`config.mk`:
```
export PLATFORM = sky130hd
export DESIGN_NAME = cluster_collector
export DESIGN_NICKNAME = d
export VERILOG_FILES = /design/src/rtl/cluster_collector.sv
export SDC_FILE = /design/constraint.sdc
export NUM_CORES = 1
export LEC_CHECK = 0
export ABC_CLOCK_PERIOD_IN_PS = 2180
export CORE_MARGIN = 4
export CORE_UTILIZATION = 51
export CTS_BUF_LIST = sky130_fd_sc_hd__clkbuf_2 sky130_fd_sc_hd__clkbuf_4 sky130_fd_sc_hd__clkbuf_8
export DETAILED_ROUTE_END_ITERATION = 6
export GPL_TIMING_DRIVEN = 1
export PLACE_DENSITY = 0.78
export SLEW_MARGIN = 10
export SYNTH_ARGS = -nofsm -noshare
export SYNTH_HDL_FRONTEND = slang
export SYNTH_SLANG_ARGS = --single-unit
export TNS_END_PERCENT = 100
```
`constraint.sdc`:
```
create_clock -name clock -period 2.18 [get_ports clock]
set_clock_uncertainty 0.1 [all_clocks]
set_input_delay 0.545 -clock clock [delete_from_list [all_inputs] [get_ports clock]]
set_output_delay 0.545 -clock clock [all_outputs]
set_load 0.005 [all_outputs]
```
`src/rtl/cluster_collector.sv`:
```
// cluster_collector: gathers encoder clusters over a fixed window after each
// frame start and publishes them as one registered frame of 14-bit words.
module cluster_collector #(
    parameter int          MXCLUSTERS  = 8,
    parameter int          WINDOW      = 8,
    parameter logic [10:0] INVALID_ADR = 11'h7FE
) (
    input  logic                       clock,
    input  logic                       global_reset,
    input  logic                       frame_start,
    input  logic                       cluster_found,
    input  logic [10:0]                adr,
    input  logic [2:0]                 cnt,
    output logic [14*MXCLUSTERS-1:0]   clusters_out,
    output logic [3:0]                 n_clusters,
    output logic                       overflow,
    output logic                       frame_valid
);

    typedef enum logic {IDLE, COLLECT} state_t;

    localparam logic [13:0] EMPTY_SLOT = {3'b000, INVALID_ADR};
    localparam logic [3:0]  MAX_FILL   = 4'(MXCLUSTERS);
    localparam logic [3:0]  LAST_IDX   = 4'(WINDOW - 1);

    state_t state, state_next;

    logic [MXCLUSTERS-1:0][13:0] slots, slots_next, cap_slots, pub_slots, pub_words, out_slots;
    logic [3:0] fill, fill_next, cap_fill, pub_fill;
    logic [3:0] win_cnt, win_next;
    logic       ovf_int, ovf_next, cap_ovf, pub_ovf;
    logic       publish;

    // Working buffer as it would look after absorbing this cycle's cluster into the open window
    always_comb begin
        cap_slots = slots;
        cap_fill  = fill;
        cap_ovf   = ovf_int;
        if (state == COLLECT && cluster_found) begin
            if (fill < MAX_FILL) begin
                for (int i = 0; i < MXCLUSTERS; i++) begin
                    if (fill == 4'(i)) begin
                        cap_slots[i] = {cnt, adr};
                    end
                end
                cap_fill = fill + 4'd1;
            end else begin
                cap_ovf = 1'b1;
            end
        end
    end

    // Window sequencing: decides when to publish and how the working buffer restarts
    always_comb begin
        state_next = state;
        win_next   = win_cnt;
        slots_next = cap_slots;
        fill_next  = cap_fill;
        ovf_next   = cap_ovf;
        publish    = 1'b0;
        pub_slots  = cap_slots;
        pub_fill   = cap_fill;
        pub_ovf    = cap_ovf;

        case (state)
            IDLE: begin
                if (frame_start) begin
                    state_next = COLLECT;
                end
            end
            COLLECT: begin
                if (frame_start) begin
                    // The restart cycle's cluster belongs to the new window, so the old
                    // window goes out exactly as it stood before this cycle.
                    publish   = 1'b1;
                    pub_slots = slots;
                    pub_fill  = fill;
                    pub_ovf   = ovf_int;
                end else if (win_cnt == LAST_IDX) begin
                    publish    = 1'b1;
                    state_next = IDLE;
                end
            end
            default: state_next = IDLE;
        endcase

        if (frame_start) begin
            win_next = 4'd1;
            for (int i = 0; i < MXCLUSTERS; i++) begin
                slots_next[i] = EMPTY_SLOT;
            end
            fill_next = 4'd0;
            ovf_next  = 1'b0;
            if (cluster_found) begin
                slots_next[0] = {cnt, adr};
                fill_next     = 4'd1;
            end
        end else if (state == COLLECT) begin
            win_next = (state_next == IDLE) ? 4'd0 : win_cnt + 4'd1;
        end
    end

    // Published words: anything beyond the fill level is forced to the invalid marker
    always_comb begin
        pub_words = '0;
        for (int i = 0; i < MXCLUSTERS; i++) begin
            pub_words[i] = (4'(i) < pub_fill) ? pub_slots[i] : EMPTY_SLOT;
        end
    end

    // Control state and working buffer registers
    always_ff @(posedge clock) begin
        if (global_reset) begin
            state   <= IDLE;
            slots   <= {MXCLUSTERS{EMPTY_SLOT}};
            fill    <= 4'd0;
            ovf_int <= 1'b0;
            win_cnt <= 4'd0;
        end else begin
            state   <= state_next;
            slots   <= slots_next;
            fill    <= fill_next;
            ovf_int <= ovf_next;
            win_cnt <= win_next;
        end
    end

    // Output frame registers; they hold between publish strobes
    always_ff @(posedge clock) begin
        if (global_reset) begin
            out_slots   <= {MXCLUSTERS{EMPTY_SLOT}};
            n_clusters  <= 4'd0;
            overflow    <= 1'b0;
            frame_valid <= 1'b0;
        end else begin
            frame_valid <= publish;
            if (publish) begin
                out_slots  <= pub_words;
                n_clusters <= pub_fill;
                overflow   <= pub_ovf;
            end
        end
    end

    assign clusters_out = out_slots;

endmodule
```
Yosys cells after proc, flatten, opt, wreduce, memory -nomap -nowiden
Index checks and enable logic that the tools add are counted.
Widths: inputs -> output; s select.

word-level totals
  word-level logic and storage cells = 90
  output and inout port bits = 118
  flip-flop bits (word level) = 240
  bits of input ports = 18

operators by class
  mux-type cells = 42
  $lt $le $gt $ge = 9
  reduce and logical (&&, ||, !) cells = 4
  equality and inequality tests = 8
  bitwise gates (word level) = 1
  add/subtract/negate cells = 2

operators by type and width
  kind                 count
  $mux 112             4
  $mux 14              18
  $mux 4               6
  $eq 4x3->1 const B   5
  $lt 3x4->1 const A   4
  $mux 1               13
  $add 4x1->4 const B  2
  $eq 4x2->1 const B   2
  $lt 1x4->1 const A   2
  $lt 2x4->1 const A   2
  $eq 4x1->1 const B   1
  $logic_not 4->1      1
  $lt 4x4->1 const B   1
  $pmux 1 s2           1
  $reduce_bool 2->1    1
  $reduce_or 2->1      1
  $logic_and 1x1->1    1
  $not 1->1            1

Logic depth before layout (Yosys ltp)
Gate-level depths: netlist of run 1.

  word-level depth = 7
  mapped depth = 10
  gate-level depth less buffers = 6

Worst setup path before layout of run 1
Ideal clock, no wire load.

  kind = register to register
  start = register fill[0]
  end = register out_slots (netlist bit clusters_out[63])
  arrival time = 1972 ps
  path buffers = 3
  cell stages (with the launch flop) = 10
  library setup time = 141 ps
  setup slack = -33 ps
  period minus slack after synthesis = 2213 ps
  required time = 1939 ps
  path through = dfxtp_1 clkbuf_1 inv_1 ha_1 and3_1 buf_2 clkbuf_1 and3_1 a2111oi_0 a211oi_1

between the ends
  word-level cells in the longest chain between the ends = 7
  elaborated cells on any way between the ends = 14
  those cells by class = add/sub: 1; order compare: 2; eq/ne: 1; mux: 10

RTL lines
  item                                    line     text
  from (decl)                             29       logic [3:0] fill, fill_next, cap_fill, pub_fill;
  from (signal assigned)                  122      fill <= fill_next;
  $add 4x1->4 (tied with other cells)     46       cap_fill = fill + 4'd1;
  $mux 4 or $mux 14 (tied branches)       40, 42
  $mux 4 or $mux 112 (tied branches)      39, 40
  $mux 4 or $mux 112 (tied branches)      72, 39
  $mux 4 or $mux 112 (tied branches)      65, 72
  $lt 3x4->1 or $mux 112 (tied branches)  107, 65
  $mux 14 (*)                             107      pub_words[i] = (4'(i) < pub_fill) ? pub_slots[i] : EMPTY_SLOT;
  to (signal assigned)                    131      out_slots <= {MXCLUSTERS{EMPTY_SLOT}};
  to (signal assigned)                    138      out_slots <= pub_words;
  to (decl)                               28       logic [MXCLUSTERS-1:0][13:0] slots, slots_next, cap_slots, pub_slots, pub_words, out_slots;

Mark *: on every way between the ends. The rest lies on a longest branch, timed or not.
A chain may end at the register's enable or synchronous reset.

Worst setup path in the final report of run 1
  start = register out_slots (netlist bit clusters_out[44])
  end = output clusters_out[44]

RTL lines
  item       line  text
  to (decl)  14    output logic [14*MXCLUSTERS-1:0] clusters_out,

No word-level cell between the ends.

==> flow_metrics.py, run 1 <==
metrics = {
    "placement": {
        "place_congestion": 0.999,
        "port_buffers": 135,
        "placed_cells": 1585,
        "dp_hpwl_mm": 21.0,
        "dpl_cell_area_mm2": 0.0126,
    },
    "die": {
        "start_util": 0.526,
        "die_area_mm2": 0.0218,
        "die_h_um": 148,
        "die_width_um": 148,
        "rows": 50,
        "core_area_mm2": 0.0190,
        "ios": 136,
    },
    "detailed_routing": {
        "wl_per_cell_um": 18.5,
        "first_pass_iters": 6,
        "drt-total-wl_mm": 30.5,
        "post-route-drc-count": 0,
        "vias_per_cell": 5.82,
        "vias": 9603,
        "drtAntennaViolNets": 0,
        "dr.first_iter.drc_count": 797,
    },
    "power": {
        "p_leak_nw": 5.67,
        "ir_worst_vdd_uv": 427,
        "p_total_mw": 8.91,
        "powerDensity_mw_per_mm2": 663,
    },
    "sta": {
        "max_freq_mhz": 470,
        "drv_slew": 0,
        "hold_viol": 0,
        "setup_viol": 0,
        "slew_headroom": 0.419,
        "rsz0062_at_grt": "no",
        "tns_ps": 0,
        "period_needed_ps": 2130,
        "tightestPinTransition_ps": 868,
        "period_share": 0.975,
    },
    "critical_path": {
        "regToRegSetupSlack_ps": 120,
        "rr_worst_depth": 7,
        "cp_top_family": "buffers and inverters",
        "cp_max_fo": 2,
        "crit_cells": 1,
        "slowest_stage": "clkdlybuf4s50_1",
        "crit_arrival_ps": 1480,
        "worstPathCellList": "clkdlybuf4s50_1",
        "r2r-start": "fill[0]",
        "required_ps": 1530,
        "cp_slowest_stage_delay_ps": 550,
        "cp_num_buf_inv": 1,
        "worstSetupEndpointType": "output port",
        "reg2reg_to": "clusters_out[64]",
        "crit_type": "flop to output port",
        "crit_path_start_kind": "flop",
    },
    "flow_run": {
        "maxCapViolCount": 0,
    },
    "cts": {
        "cts_buffers": 39,
        "cts-root-buf": "clkbuf_8",
        "insertion_delay_ps": 530,
        "path_clk_slew_ps": 60,
        "cts_max_level": 2,
        "clock_sink_count": 240,
        "clockBufferDepth": 3,
        "cts_tree": "done",
    },
    "logic_synthesis": {
        "async_flop_share": 0,
        "ys_seq_elements": 240,
        "synth_area_leaders": "dfxtp_1 (48%), nand2_1 (8.5%), mux2i_1 (7.7%)",
        "synthCells": 1152,
        "postSynthAreaPerCell_um2": 8.65,
        "synth_warnings": 0,
        "synth_top_cell_area_share": 0.482,
        "syn-num-nets": 1175,
        "synth-edff-count": 0,
        "synth_top_cell_by_area": "dfxtp_1",
        "yosysSeqAreaShare": 0.482,
        "syn_area_mm2": 0.00997,
        "synth_cell_types": 60,
        "synth_flop_cell": "dfxtp_1",
    },
    "min_path": {
        "hold_path.class": "flop to flop",
        "worstHoldStart": "slots[97]",
        "hold-path-endpoint": "slots[97]",
        "min_path_cells": 2,
    },
    "layout": {
        "layout_commonest_cell": "dfxtp_1",
        "fill_cells": 1457,
        "area_growth_pct": 34.8,
        "mostFrequentLayoutCells": "dfxtp_1 (239), nand2_1 (227), clkdlybuf4s50_1 (134)",
        "diodes": 0,
        "drive_gt1_frac": 0.166,
        "post-route-util": 0.709,
        "final_cells": 1649,
        "nets": 1390,
        "design_area_mm2": 0.0134,
    },
    "global_route": {
        "gr-usage-met2": 0.443,
        "overflow": 0,
        "antenna_found_initial": 0,
        "grt-busiest-layer": "met2",
        "grt_pass1_wl_mm": 48.3,
        "grtUsageMet3": 0.0530,
        "grt_usage": 0.270,
        "grtUsageMet1": 0.359,
        "grt_max_degree": 36,
        "grt_pass1_vias": 9342,
    },
    "outcome": {
        "status": "complete, no violations",
    },
}
==> cell usage after synthesis, drive strengths merged (3+ instances only) <==
| library cell | number |
|---|---|
| nor3 | 4 |
| o2bb2ai | 12 |
| and3 | 17 |
| xor2 | 3 |
| a21oi | 125 |
| clkbuf | 64 |
| dfxtp | 240 |
| ha | 5 |
| nor2 | 105 |
| a21o | 4 |
| a221oi | 20 |
| a2111oi | 10 |
| o21ai | 5 |
| a32oi | 28 |
| nand3 | 103 |
| nand3b | 3 |
| a31oi | 5 |
| mux2i | 77 |
| buf | 30 |
| inv | 6 |
| o22a | 10 |
| nand2b | 3 |
| a211oi | 15 |
| nand2 | 227 |
| a22o | 4 |
==> worst max path at each step <==
stage                                 from               end  slack (ps)
after floorplan                    fill[0]  clusters_out[63]          60
after global placement         frame_start  clusters_out[39]        -490
after detailed placement       frame_start  clusters_out[66]        -570
after CTS                      frame_start  clusters_out[39]           5
after global routing               fill[0]  clusters_out[66]           4
final                     clusters_out[44]  clusters_out[44]          50
==> metrics by stage <==
| step | worst slack (ps) | hold slack [ps] |
|---|---|---|
| 6_report | 54.4 | 354 |
| 5_1_grt | 3.78 | 373 |
| 4_1_cts | 5.19 | 355 |
| 3_5_place_dp | -568 | 347 |
| 3_3_place_gp | -487 | 342 |
| 2_1_floorplan | 60.9 | 336 |
==> logic make-up after synthesis <==
logic type               count (synthesis)  synth area share
adder cells (fa/ha/maj)                  5           0.00628
flip-flops                             240             0.482
AND/OR/NAND/NOR                        481             0.215
buffers and inverters                  100            0.0426
XOR/XNOR                                 5           0.00515
multiplexers                            78            0.0788
AO/OA/AOI/OAI                          243             0.170
==> flip-flops by register name (all words and copies together) (netlist names) <==
name          count
clusters_out    112
fill              4
frame_valid       1
n_clusters        4
overflow          1
ovf_int           1
slots           112
state             1
win_cnt           4
==> power by group <==
group / internal [mW] / switching (mW) / total [mW]
clock: 2.15 / 1.75 / 3.91
sequential: 4.42 / 0.0196 / 4.44
combinational: 0.226 / 0.341 / 0.567
total: 6.80 / 2.11 / 8.91
==> area by class of cell <==
class | count | area, um2 | share of cell area
repair buffers | 268 | 2700 | 0.201
clock inverters | 4 | 37.5 | 0.00279
clock buffers | 59 | 737 | 0.0549
multi-input cells | 812 | 4800 | 0.357
inverters | 6 | 22.5 | 0.00168
flip-flops and latches | 240 | 4810 | 0.358
well taps | 260 | 325 | 0.0242
==> per-layer routing <==
metal | part of all wire | up-vias
met5 | 0 | -
met4 | 0.025 | 0
met3 | 0.078 | 74
met2 | 0.47 | 426
met1 | 0.42 | 4610
li1 | - | 4493
==> what timing repair did <==
action	in CTS	in global routing
hold buffers	0	0
cloned	0	0
pin swaps	0	1
setup endpoints to repair	1	78
buffers inserted	0	1
gates resized for setup	1	15
Note: power is estimated with default switching activity, not from simulation.
==> inputs of run 2 (changes only) <==
ABC_CLOCK_PERIOD_IN_PS = 2650   (was 2180)
CAP_MARGIN = 20   (was default)
CORE_UTILIZATION = 61   (was 51)
PLACE_DENSITY = 0.87   (was 0.78)
clock period = 2.65 ns   (was 2.18 ns; I/O delays follow)
==> run 2 against run 1 <==
  * First-iteration DRC count grew 21%
  * Routed wire length rose by 1.8%
  * Global-route usage grew 6.3 points
  * Non-clock buffer count is 27 lower
  * Total power is 16% lower
  * Clock power shrank 13%
  * Cell area fell by 2.8%
  * Clock-buffer cell count increased by 1
  * Die area shrank 16%
  * Combinational power down 24%
==> flow_metrics.py, run 2 (synthesis results as in run 1) <==
metrics = {
    "detailed_routing": {
        "drtAntennaViolNets": 0,
        "vias_per_cell": 6.15,
        "wl_per_cell_um": 19.7,
        "vias": 9720,
        "first_pass_iters": 5,
        "dr.first_iter.drc_count": 962,
        "post-route-drc-count": 0,
        "drt-total-wl_mm": 31.1,
    },
    "die": {
        "core_area_mm2": 0.0159,
        "start_util": 0.625,
        "rows": 46,
        "die_width_um": 136,
        "ios": 136,
        "die_h_um": 136,
        "die_area_mm2": 0.0184,
    },
    "sta": {
        "hold_viol": 0,
        "drv_slew": 0,
        "period_share": 0.894,
        "max_freq_mhz": 422,
        "tightestPinTransition_ps": 895,
        "period_needed_ps": 2370,
        "slew_headroom": 0.399,
        "hold_ws_ps": 354,
        "rsz0062_at_grt": "no",
        "setup_viol": 0,
        "fin_ws_ps": 281,
        "tns_ps": 0,
    },
    "layout": {
        "nets": 1363,
        "diodes": 0,
        "layout_commonest_cell": "dfxtp_1",
        "mostFrequentLayoutCells": "dfxtp_1 (240), nand2_1 (227), clkdlybuf4s50_1 (135)",
        "fill_cells": 971,
        "post-route-util": 0.819,
        "drive_gt1_frac": 0.146,
        "area_growth_pct": 31.1,
    },
    "global_route": {
        "antenna_found_initial": 0,
        "grt_max_degree": 41,
        "grt_pass1_wl_mm": 49.2,
        "grt_pass1_vias": 9571,
        "overflow": 0,
        "grt_usage": 0.333,
    },
    "critical_path": {
        "required_ps": 2990,
        "worstSetupEndpointType": "flop",
        "crit_path_start_kind": "input port",
        "crit_arrival_ps": 2710,
        "crit_type": "input port to flop",
        "cp_max_fo": 8,
    },
    "cts": {
        "ctsHoldBuffers": 0,
        "cts_max_level": 2,
        "cts_tree": "done",
        "cts_resized": 0,
        "cts-root-buf": "clkbuf_8",
        "path_clk_slew_ps": 50,
        "insertion_delay_ps": 550,
        "cts_setup_buffers": 0,
        "clock_sink_count": 240,
        "clockBufferDepth": 3,
        "cts_buffers": 39,
    },
    "flow_run": {
        "maxCapViolCount": 0,
    },
    "placement": {
        "dp_slack_ps": -178,
        "port_buffers": 135,
        "place_congestion": 0.935,
        "dp_hpwl_mm": 20.7,
    },
    "power": {
        "ir_worst_vdd_uv": 668,
        "powerDensity_mw_per_mm2": 572,
        "p_leak_nw": 5.50,
    },
    "outcome": {
        "status": "complete, no violations",
    },
    "min_path": {
        "hold_path.class": "flop to flop",
    },
}
run 2: cell types whose count changed in the layout (fill, tap and decap cells not counted), moves of 2 or more:
| cell | previous run | this run |
|---|---|---|
| a2111oi_0 | 3 | 10 |
| a2111oi_1 | 5 | 0 |
| a2111oi_2 | 2 | 0 |
| buf_12 | 28 | 18 |
| buf_4 | 105 | 88 |
| clkbuf_4 | 12 | 10 |
| clkbuf_8 | 47 | 50 |
run 2: critical path, cell delays in order:
cell	delay, ps
clkdlybuf4s50_1	590
buf_4	200
nand3_1	130
o31ai_1	430
buf_4	220
a211oi_4	60
buf_4	190
a211oi_1	220
run 2: worst paths after layout:
| kind | slack (ps) | end | start | cells after the start |
|---|---|---|---|---|
| worst max-delay path | 280 | clusters_out[62] | cluster_found | 8 |
| worst min-delay path | 350 | slots[28] | slots[28] | 2 |
| worst max register to register | 300 | clusters_out[62] | fill[0] | 7 |
| worst min register to register | 350 | slots[28] | slots[28] | 2 |
run 2: power by group:
part / internal (mW) / leakage, nW / total, mW / switching (mW)
Clock: 1.93 / 0.435 / 3.39 / 1.45
Combinational: 0.160 / 3.13 / 0.430 / 0.270
Sequential: 3.63 / 1.94 / 3.65 / 0.0188
run 2: final cells by class:
cell class / count / area, um2 / area share
Sequential cell: 240 / 4800 / 0.368
Multi-Input combinational cell: 812 / 4760 / 0.365
Timing Repair Buffer: 241 / 2370 / 0.182
Clock buffer: 60 / 763 / 0.0584
Tap cell: 216 / 270 / 0.0207
Clock inverter: 5 / 67.6 / 0.00517
Inverter: 6 / 22.5 / 0.00172
run 2: metal layers:
layer	share of wire	global-route usage	vias to the layer above
met5	0	0	-
met4	0.037	0.137	0
met1	0.40	0.429	4601
li1	-	-	4431
met3	0.099	0.0674	111
met2	0.47	0.550	577
run 2: stage by stage:
stage	power, mW	instance area (um2)	std cells
5_1_grt	7.67	13100	1580
2_1_floorplan	3.94	9970	1152
3_3_place_gp	4.13	12200	1515
4_1_cts	7.49	13100	1580
3_5_place_dp	4.14	12200	1515
6_report	7.47	13100	1580
==> inputs of run 3 (changes only) <==
CORE_MARGIN = 5   (was 4)
TNS_END_PERCENT = default   (was 100)
==> run 3 against run 2 <==
  * Combinational power grew 3%
  * First-iteration DRC count increased by 5.1%
  * Clock-buffer cell count is 2 higher
==> flow_metrics.py, run 3 (synthesis results as in run 1) <==
metrics = {
    "sta": {
        "tightestPinTransition_ps": 740,
        "rsz0062_at_grt": "no",
        "max_freq_mhz": 432,
        "hold_viol": 0,
        "period_share": 0.874,
        "period_needed_ps": 2310,
        "hold_ws_ps": 356,
        "slew_headroom": 0.503,
        "fin_ws_ps": 335,
        "setup_viol": 0,
        "drv_slew": 0,
    },
    "die": {
        "die_h_um": 138,
        "die_width_um": 138,
        "die_area_mm2": 0.0190,
        "start_util": 0.625,
        "core_area_mm2": 0.0159,
        "ios": 136,
        "rows": 46,
    },
    "min_path": {
        "hold_path.class": "flop to flop",
        "worstHoldStart": "slots[25]",
    },
    "global_route": {
        "grt_pass1_vias": 9581,
        "grt_max_degree": 71,
        "antenna_found_initial": 0,
        "grt_usage": 0.329,
        "grtUsageMet1": 0.425,
        "grt_pass1_wl_mm": 49.2,
        "gr-usage-met2": 0.534,
        "overflow": 0,
        "grtUsageMet3": 0.0701,
        "grt-busiest-layer": "met2",
    },
    "detailed_routing": {
        "vias": 9720,
        "drtAntennaViolNets": 0,
        "vias_per_cell": 6.14,
        "first_pass_iters": 5,
        "dr.first_iter.drc_count": 1011,
        "drt-total-wl_mm": 31.3,
        "wl_per_cell_um": 19.7,
        "post-route-drc-count": 0,
    },
    "layout": {
        "area_growth_pct": 31.3,
        "design_area_mm2": 0.0131,
        "fill_cells": 985,
        "layout_commonest_cell": "dfxtp_1",
        "diodes": 0,
        "drive_gt1_frac": 0.148,
        "mostFrequentLayoutCells": "dfxtp_1 (240), nand2_1 (227), clkdlybuf4s50_1 (135)",
        "nets": 1366,
    },
    "critical_path": {
        "slowest_stage": "nor3_1",
        "crit_arrival_ps": 2590,
        "crit_start": "frame_start",
        "crit_path_start_kind": "input port",
        "cp_num_buf_inv": 3,
        "required_ps": 2920,
        "worstSetupEndpointType": "flop",
        "r2r-start": "fill[0]",
        "worstPathCellList": "clkdlybuf4s50_1 -> buf_4 -> and4bb_1 -> buf_4 -> mux2i_1 -> nor3_1 -> a221oi_1",
        "crit_path_frequent_cell": "buf_4",
        "cp_top_family": "simple AND/OR/NAND/NOR gates",
        "cp_max_fo": 7,
        "crit_type": "input port to flop",
        "cp_slowest_stage_delay_ps": 490,
    },
    "placement": {
        "dp_slack_ps": -152,
        "port_buffers": 135,
        "dpl_cell_area_mm2": 0.0123,
        "dp_hpwl_mm": 21.2,
        "place_congestion": 0.951,
    },
    "power": {
        "powerDensity_mw_per_mm2": 565,
        "p_leak_nw": 5.53,
        "p_total_mw": 7.39,
        "ir_worst_vdd_uv": 436,
    },
    "cts": {
        "cts_buffers": 39,
        "clockBufferDepth": 3,
        "path_clk_slew_ps": 60,
        "cts-root-buf": "clkbuf_8",
        "ctsHoldBuffers": 0,
        "cts_resized": 0,
        "cts_max_level": 2,
        "cts_tree": "done",
        "cts_setup_buffers": 0,
        "insertion_delay_ps": 540,
        "clock_sink_count": 240,
    },
    "outcome": {
        "status": "complete, no violations",
    },
    "flow_run": {
        "maxCapViolCount": 0,
    },
}
-- run 3: cell types whose count changed in the layout (fill, tap and decap cells not counted) --
cell | previous run | this run
clkbuf_4 | 10 | 12
buf_4 | 88 | 89
buf_12 | 18 | 20
inv_6 | 1 | 2
bufinv_16 | 1 | 0
clkinv_8 | 1 | 0
-- run 3: where the power goes --
| group | leakage, nW | total [mW] | switching [mW] | internal, mW |
|---|---|---|---|---|
| clock network | 0.428 | 3.30 | 1.44 | 1.86 |
| logic | 3.16 | 0.441 | 0.274 | 0.167 |
| registers | 1.94 | 3.65 | 0.0172 | 3.63 |
-- run 3: per-layer routing --
layer  up-vias  part of all wire
met5         -                 0
met2       534              0.47
met3       116             0.092
met1      4625              0.40
met4         0             0.039
li1       4445                 -
-- run 3: area by class of cell --
class,count,area [um2],area share
clock inverter,4,30.0,0.00229
timing repair buffer,244,2420,0.185
clock buffer,62,778,0.0595
sequential,240,4800,0.367
multi-input combinational,812,4760,0.364
tap,216,270,0.0207
inverter,6,22.5,0.00172
-- run 3: worst paths after layout --
check	end	slack, ps	cells after the start
setup / recovery	clusters_out[39]	340	7
hold / removal	slots[25]	360	2
setup reg to reg	clusters_out[39]	340	5
hold reg to reg	slots[25]	360	2
-- run 3: worst min-delay path, cell delays in order, from the launching register on --
cell	delay (ps)
dfxtp_1	310
nand2_1	50
a21oi_1	50
-- run 3: per-stage QoR --
stage / utilization / instances / TNS, ps
after floorplan: - / 1152 / 0
after global placement: 0.770 / 1518 / -2370
after detailed placement: 0.770 / 1518 / -3880
after CTS: 0.821 / 1584 / 0
after global routing: 0.821 / 1584 / 0
final: 0.821 / 1584 / 0
